**src/rtl/riscv_pkg.sv**
```systemverilog
`default_nettype none
// +----------------------------------------------------------------------------+
// | Package   : riscv_pkg                                                      |
// | Purpose   : RV32I shift-decode constants, shift-type encoding and the      |
// |             entry record carried from the issue stage to the shifter.      |
// | Ports     : n/a (package)                                                  |
// | Revision  : 1.0 - initial release                                          |
// +----------------------------------------------------------------------------+
package riscv_pkg;

  localparam logic [6:0] OPC_OP_IMM = 7'b0010011;
  localparam logic [6:0] OPC_OP     = 7'b0110011;
  localparam logic [2:0] F3_SLL     = 3'b001;
  localparam logic [2:0] F3_SR      = 3'b101;
  localparam logic [6:0] F7_LOGIC   = 7'b0000000;
  localparam logic [6:0] F7_ARITH   = 7'b0100000;

  // Shifter operation select; 2'b11 is never produced.
  typedef enum logic [1:0] {
    SH_SRL = 2'b00,
    SH_SLL = 2'b01,
    SH_SRA = 2'b10
  } shift_type_e;

  typedef struct packed {
    logic [31:0] a;
    logic [4:0]  shamt;
    shift_type_e stype;
    logic [4:0]  rd;
    logic        illegal;
  } shift_entry_t;

endpackage
`default_nettype wire

```
**src/rtl/skid_buffer.sv**
```systemverilog
`default_nettype none
// +----------------------------------------------------------------------------+
// | Module    : skid_buffer                                                    |
// | Purpose   : Generic 2-entry valid/ready buffer. Entry M drives the output, |
// |             entry S absorbs one beat of overflow so in_ready can be a      |
// |             pure register. Strict FIFO order, full throughput.             |
// | Ports     : clk, rst (sync, active-high), flush_i                          |
// |             in_valid_i / in_ready_o / in_data_i[W]   upstream handshake    |
// |             out_valid_o / out_ready_i / out_data_o[W] downstream handshake |
// | Revision  : 1.0 - initial release                                          |
// +----------------------------------------------------------------------------+
module skid_buffer #(
  parameter int W = 8
) (
  input  logic         clk,
  input  logic         rst,
  input  logic         flush_i,
  input  logic         in_valid_i,
  output logic         in_ready_o,
  input  logic [W-1:0] in_data_i,
  output logic         out_valid_o,
  input  logic         out_ready_i,
  output logic [W-1:0] out_data_o
);

  logic         m_valid_q, m_valid_d;
  logic         s_valid_q, s_valid_d;
  logic [W-1:0] m_data_q,  m_data_d;
  logic [W-1:0] s_data_q,  s_data_d;
  logic         w_accept;

  // Flush wins over a same-cycle accept.
  assign w_accept = in_valid_i && !s_valid_q && !flush_i;

  always_comb begin
    m_valid_d = m_valid_q;
    m_data_d  = m_data_q;
    s_valid_d = s_valid_q;
    s_data_d  = s_data_q;

    if (!m_valid_q || out_ready_i) begin
      // M is free this cycle: refill from S first to keep FIFO order.
      // in_ready is low whenever S is valid, so no accept can collide here.
      if (s_valid_q) begin
        m_valid_d = 1'b1;
        m_data_d  = s_data_q;
        s_valid_d = 1'b0;
      end else if (w_accept) begin
        m_valid_d = 1'b1;
        m_data_d  = in_data_i;
      end else begin
        m_valid_d = 1'b0;
      end
    end else if (w_accept) begin
      // M is stalled; park the new beat in S. M data is untouched so the
      // output holds steady under back-pressure.
      s_valid_d = 1'b1;
      s_data_d  = in_data_i;
    end

    if (flush_i) begin
      m_valid_d = 1'b0;
      s_valid_d = 1'b0;
    end
  end

  always_ff @(posedge clk) begin
    if (rst) begin
      m_valid_q <= 1'b0;
      s_valid_q <= 1'b0;
      m_data_q  <= '0;
      s_data_q  <= '0;
    end else begin
      m_valid_q <= m_valid_d;
      s_valid_q <= s_valid_d;
      m_data_q  <= m_data_d;
      s_data_q  <= s_data_d;
    end
  end

  assign in_ready_o  = !s_valid_q;
  assign out_valid_o = m_valid_q;
  assign out_data_o  = m_data_q;

endmodule
`default_nettype wire

```
**src/rtl/shift_issue_stage.sv**
```systemverilog
`default_nettype none
// +----------------------------------------------------------------------------+
// | Module    : shift_issue_stage                                              |
// | Purpose   : Issue stage ahead of the barrel shifter. Decodes RV32I         |
// |             SLL/SRL/SRA and SLLI/SRLI/SRAI, picks the shift amount from    |
// |             rs2[4:0] or imm[24:20], and registers the result behind a      |
// |             2-entry skid buffer. Non-shift encodings flow with illegal=1.  |
// | Ports     : clk, rst (sync, active-high), flush                            |
// |             in_valid/in_ready, instr[32], rs1_data[XLEN], rs2_data[XLEN]   |
// |             out_valid/out_ready, sh_a[XLEN], sh_shamt[5], sh_type[2],      |
// |             sh_rd[RD_W], sh_illegal                                        |
// |             stat_issued/stat_stall[CNT_W] only with SHIFT_STATS_EN         |
// | Config    : `define SHIFT_STATS_EN adds transfer and stall counters.       |
// | Revision  : 1.0 - initial release                                          |
// +----------------------------------------------------------------------------+
module shift_issue_stage
  import riscv_pkg::*;
#(
  parameter int XLEN  = 32,
  parameter int RD_W  = 5,
  parameter int CNT_W = 32
) (
  input  logic             clk,
  input  logic             rst,
  input  logic             flush,
  input  logic             in_valid,
  output logic             in_ready,
  input  logic [31:0]      instr,
  input  logic [XLEN-1:0]  rs1_data,
  input  logic [XLEN-1:0]  rs2_data,
  output logic             out_valid,
  input  logic             out_ready,
  output logic [XLEN-1:0]  sh_a,
  output logic [4:0]       sh_shamt,
  output logic [1:0]       sh_type,
  output logic [RD_W-1:0]  sh_rd,
  output logic             sh_illegal
`ifdef SHIFT_STATS_EN
  ,
  output logic [CNT_W-1:0] stat_issued,
  output logic [CNT_W-1:0] stat_stall
`endif
);

  // The entry record is fixed at 32-bit data / 5-bit rd.
  if (XLEN != 32 || RD_W != 5 || CNT_W < 1) begin : g_bad_params
    $error("shift_issue_stage: only XLEN=32, RD_W=5, CNT_W>=1 supported");
  end

  logic [6:0]   w_opcode;
  logic [2:0]   w_funct3;
  logic [6:0]   w_funct7;
  logic         w_is_imm;
  logic         w_is_reg;
  shift_entry_t w_entry;
  shift_entry_t w_out;
  logic         w_unused;

  assign w_opcode = instr[6:0];
  assign w_funct3 = instr[14:12];
  assign w_funct7 = instr[31:25];
  assign w_is_imm = (w_opcode == OPC_OP_IMM);
  assign w_is_reg = (w_opcode == OPC_OP);

  // rs1 index and the upper rs2 bits never influence the shifter command.
  assign w_unused = ^{instr[19:15], rs2_data[XLEN-1:5]};

  always_comb begin
    w_entry         = '0;
    w_entry.a       = rs1_data;
    w_entry.rd      = instr[11:7];
    w_entry.stype   = SH_SRL;
    w_entry.illegal = 1'b1;

    // The shift-immediate forms reuse funct7 as imm[11:5], so one table
    // covers both opcodes.
    if (w_is_imm || w_is_reg) begin
      if (w_funct3 == F3_SLL && w_funct7 == F7_LOGIC) begin
        w_entry.stype   = SH_SLL;
        w_entry.illegal = 1'b0;
      end else if (w_funct3 == F3_SR && w_funct7 == F7_LOGIC) begin
        w_entry.stype   = SH_SRL;
        w_entry.illegal = 1'b0;
      end else if (w_funct3 == F3_SR && w_funct7 == F7_ARITH) begin
        w_entry.stype   = SH_SRA;
        w_entry.illegal = 1'b0;
      end
    end

    // Illegal entries carry shamt=0 so a downstream trap sees a clean record.
    if (!w_entry.illegal) begin
      w_entry.shamt = w_is_imm ? instr[24:20] : rs2_data[4:0];
    end
  end

  skid_buffer #(
    .W ($bits(shift_entry_t))
  ) u_skid (
    .clk         (clk),
    .rst         (rst),
    .flush_i     (flush),
    .in_valid_i  (in_valid),
    .in_ready_o  (in_ready),
    .in_data_i   (w_entry),
    .out_valid_o (out_valid),
    .out_ready_i (out_ready),
    .out_data_o  (w_out)
  );

  assign sh_a       = w_out.a;
  assign sh_shamt   = w_out.shamt;
  assign sh_type    = w_out.stype;
  assign sh_rd      = w_out.rd;
  assign sh_illegal = w_out.illegal;

`ifdef SHIFT_STATS_EN
  logic [CNT_W-1:0] issued_q;
  logic [CNT_W-1:0] stall_q;

  // Flush leaves the counters alone; only rst clears them.
  always_ff @(posedge clk) begin
    if (rst) begin
      issued_q <= '0;
      stall_q  <= '0;
    end else begin
      if (out_valid && out_ready) begin
        issued_q <= issued_q + CNT_W'(1);
      end
      if (out_valid && !out_ready) begin
        stall_q <= stall_q + CNT_W'(1);
      end
    end
  end

  assign stat_issued = issued_q;
  assign stat_stall  = stall_q;
`endif

endmodule
`default_nettype wire
```
**config.mk**
```make
export PLATFORM = sky130hd
export DESIGN_NAME = shift_issue_stage
export DESIGN_NICKNAME = d
export VERILOG_FILES = /design/src/rtl/riscv_pkg.sv /design/src/rtl/skid_buffer.sv /design/src/rtl/shift_issue_stage.sv
export SDC_FILE = /design/constraint.sdc
export NUM_CORES = 1
export LEC_CHECK = 0
export CAP_MARGIN = 20
export CORE_MARGIN = 5
export CORE_UTILIZATION = 45
export DETAILED_ROUTE_END_ITERATION = 16
export DONT_BUFFER_PORTS = 1
export RECOVER_POWER = 100
export SYNTH_ARGS = -nofsm -noshare
export SYNTH_HDL_FRONTEND = slang
export SYNTH_SLANG_ARGS = --single-unit
```
**constraint.sdc**
```tcl
create_clock -name clk -period 1.87 [get_ports clk]
set_clock_uncertainty 0.2 [all_clocks]
set_input_delay 0.187 -clock clk [delete_from_list [all_inputs] [get_ports clk]]
set_output_delay 0.187 -clock clk [all_outputs]
set_load 0.005 [all_outputs]
```
==> run summary <==
CTS Root Cell -> clkbuf_8
area grow syn2layout -> 6.69%
Post-CTS Setup Bufs -> 0
clock group share of total power -> 0.366
CP max stage cell -> or3_2
final hold violation count -> 92
Synth area leader -> dfxtp_1
max-slew violation count -> 0
setup tns final -> 0 ns
H-tree depth -> 3
Slew Limit Headroom -> 0.584
Residual DRC -> 0
P_sw -> 847 uW
unrepaired setup endpoints after global routing -> false
nets@finish -> 524
pwr/cell area -> 884 nW/um^2
synth cell count leaders -> dfxtp_1, nand2_1, nor2_1
HPWL after DPL -> 5650 um
# IOs -> 148
Post-Synth XOR/XNOR Area -> 0
Peak VDD IR -> 0.325 mV
most frequent cell after synthesis -> dfxtp_1
Mapped Area -> 3850 sq um
# clock sinks -> 92
routed wire length -> 8390 um
hold slack -> -0.291 ns
fin crit share -> 0.893
drt via density -> 5.47
ys flop type -> dfxtp_1
post-synthesis register bit count -> 92
Syn. warnings -> 0
largest family of logic cells by synthesized area -> compound AO/OA/AOI/OAI gates
CP top delay family -> simple AND/OR/NAND/NOR gates
sequential area share after synthesis -> 0.478
Row Count -> 33
WP data arrival -> 1.70 ns
Post-synth EDFFs -> 0
CP Capture Type -> register
hold buffer count at cts -> 2
Yosys cell types -> 36
max incr delay on CP -> 0.49 ns
Post-Syn Nets -> 537
Post-synth ARST share -> 0
Die Wd -> 102 um
CTS Buf Count -> 9
Lkg Pwr -> 0.00128 uW
post-synthesis mux area share -> 0.0962
Int Pwr -> 2780 uW
proportion of layout cells with a drive suffix above 1 -> 0.0890
vias -> 2910
top cell type's share of synthesized area -> 0.478
synthesized-area fraction occupied by adder cells -> 0
Sw Share -> 0.233
Seq pwr share -> 0.576
violated checks -> negative hold slack
crit path kind -> reg2reg
final setup violation count -> 0
Die Y -> 102 um
DRT iter0 DRCs -> 104
pin count of the biggest net entering global routing -> 94
Bufs and invs on worst path -> 1
crit-path cells -> nand2b_2, or3_2, buf_6, nand2_1, a21oi_1
worst-margin pin slew -> 0.624 ns
CP max FO -> 33
routed len/inst -> 15.8 um
Hold Path Class -> in2reg
number of routed nets with antenna violations -> 0
port bufs -> 0
first-pass GRT wire length -> 13400 um
Initial Util -> 0.466
# diodes -> 0
Final min period -> 1.67 ns
total die area -> 10500 sq um
post-synthesis simple-gate area fraction -> 0.178
CTS tree -> yes
Resized Gates After CTS -> 0
Skew-Pair Late Insertion Delay -> 0.35 ns
total power -> 3630 uW
Area contributors post-synth -> dfxtp_1, mux2i_1, nand2_1, a211oi_1, a21oi_1
number of global-route vias before repair -> 2794
Required @ worst endpoint -> 1.90 ns
GPL Wtd Cong -> 0.761
CP startpoint kind -> register
syn avg cell area -> 8.83 sq um
status -> finished with violations
Gate Count Post-Synth -> 436
combinational power share -> 0.058
max-capacitance violation count -> 0
Compound-Gate Fraction of Synth Area -> 0.191
DRT Pass-1 Iters -> 4
Reg clk slew, reported paths -> 0.09 ns
Clock Tree Buf Depth -> 2
total core area -> 8260 sq um
grt ovf -> 0
GRT Total Usage -> 0.160
antenna violations before repair -> 0
FMAX -> 0.599 GHz
## logic make-up after synthesis
group                  after synthesis
AO/OA/AOI/OAI                      109
multiplexers                        37
flip-flops                          92
AND/OR/NAND/NOR                    158
buffers and inverters               40
## per-layer routing
metal / GRT usage / routed length [um] / up-vias
met2: 0.259 / 3910 / 73
met5: 0 / 0 / -
met4: 0.0575 / 101 / 0
met1: 0.195 / 3580 / 1323
li1: - / - / 1504
met3: 0.0595 / 798 / 10
## power groups by stage
stage | registers [uW] | clock network (uW) | logic (uW)
after floorplan | 2120 | 0 | 206
after global placement | 2140 | 0 | 205
after detailed placement | 2140 | 0 | 212
after CTS | 2100 | 1390 | 216
after global routing | 2110 | 1460 | 242
final | 2090 | 1330 | 210
## final timing paths
kind | slack, ns | depth (start not counted) | endpoint | start
setup / recovery | 0.20 | 5 | u_skid.s_data_q[42]$_SDFFE_PP0P_ | u_skid.out_valid_o$_SDFFE_PP0P_
hold / removal | -0.29 | 1 | u_skid.out_data_o[9]$_SDFFE_PP0P_ | rst
setup reg to reg | 0.20 | 5 | u_skid.s_data_q[42]$_SDFFE_PP0P_ | u_skid.out_valid_o$_SDFFE_PP0P_
hold reg to reg | 0.25 | 2 | u_skid.s_data_q[11]$_SDFFE_PP0P_ | u_skid.s_data_q[11]$_SDFFE_PP0P_
## registers in the layout (all words and copies together) (netlist names)
signal / flops
u_skid.s_data_q: 45
u_skid.s_valid_q: 1
u_skid.out_data_o: 45
u_skid.out_valid_o: 1
## cell usage in the layout (no fill, tap or decap), types with 2 or more instances in the layout
cell           netlist  final
buf_4                5      8
a21boi_0             5      5
clkbuf_2             0      2
mux2i_1             37     37
nand2b_1             4      4
clkinvlp_4           0      2
o2111ai_1            5      5
nor2_1              46     46
nor4_1               2      2
clkinv_4             0      2
a21oi_1             44     44
buf_12               0      2
and3_1               5      5
nand4_1              2      2
dfxtp_1             92     91
a311oi_1             5      5
and2_1               2      2
dlygate4sd3_1        0      2
clkbuf_8             0     10
a311oi_2             2      2
a211oi_1            38     38
o211ai_1             5      5
nand2_1             88     88
## cell type report
cell class / instances / area, sq um
Tap cell: 105 / 131
Clock buffer: 10 / 138
Timing Repair Buffer: 15 / 141
Fill cell: 827 / 4150
Sequential cell: 92 / 1840
Clock inverter: 5 / 62.6
Inverter: 1 / 3.75
Multi-Input combinational cell: 304 / 1790
## worst reg2reg max path: cells and delay by family, from the launching register on
family / cells / cell delay, ns
AOI/OAI and AO/OA: 1 / 0.06
and+or+nand+nor: 3 / 0.70
DFF: 1 / 0.39
buffers and inverters: 1 / 0.22
## per-stage QoR
stage	area [sq um]	instances	setup slack, ns	hold WS, ns	util
after floorplan	3850	436	0.334	0.0655	-
after global placement	3920	515	0.212	0.0624	0.474
after CTS	4140	532	0.179	-0.322	0.501
after global routing	4110	532	0.0731	-0.315	0.497
after detailed placement	3920	515	0.199	0.0607	0.474
final	4110	532	0.199	-0.291	0.497
(Power assumes the default switching activity.)
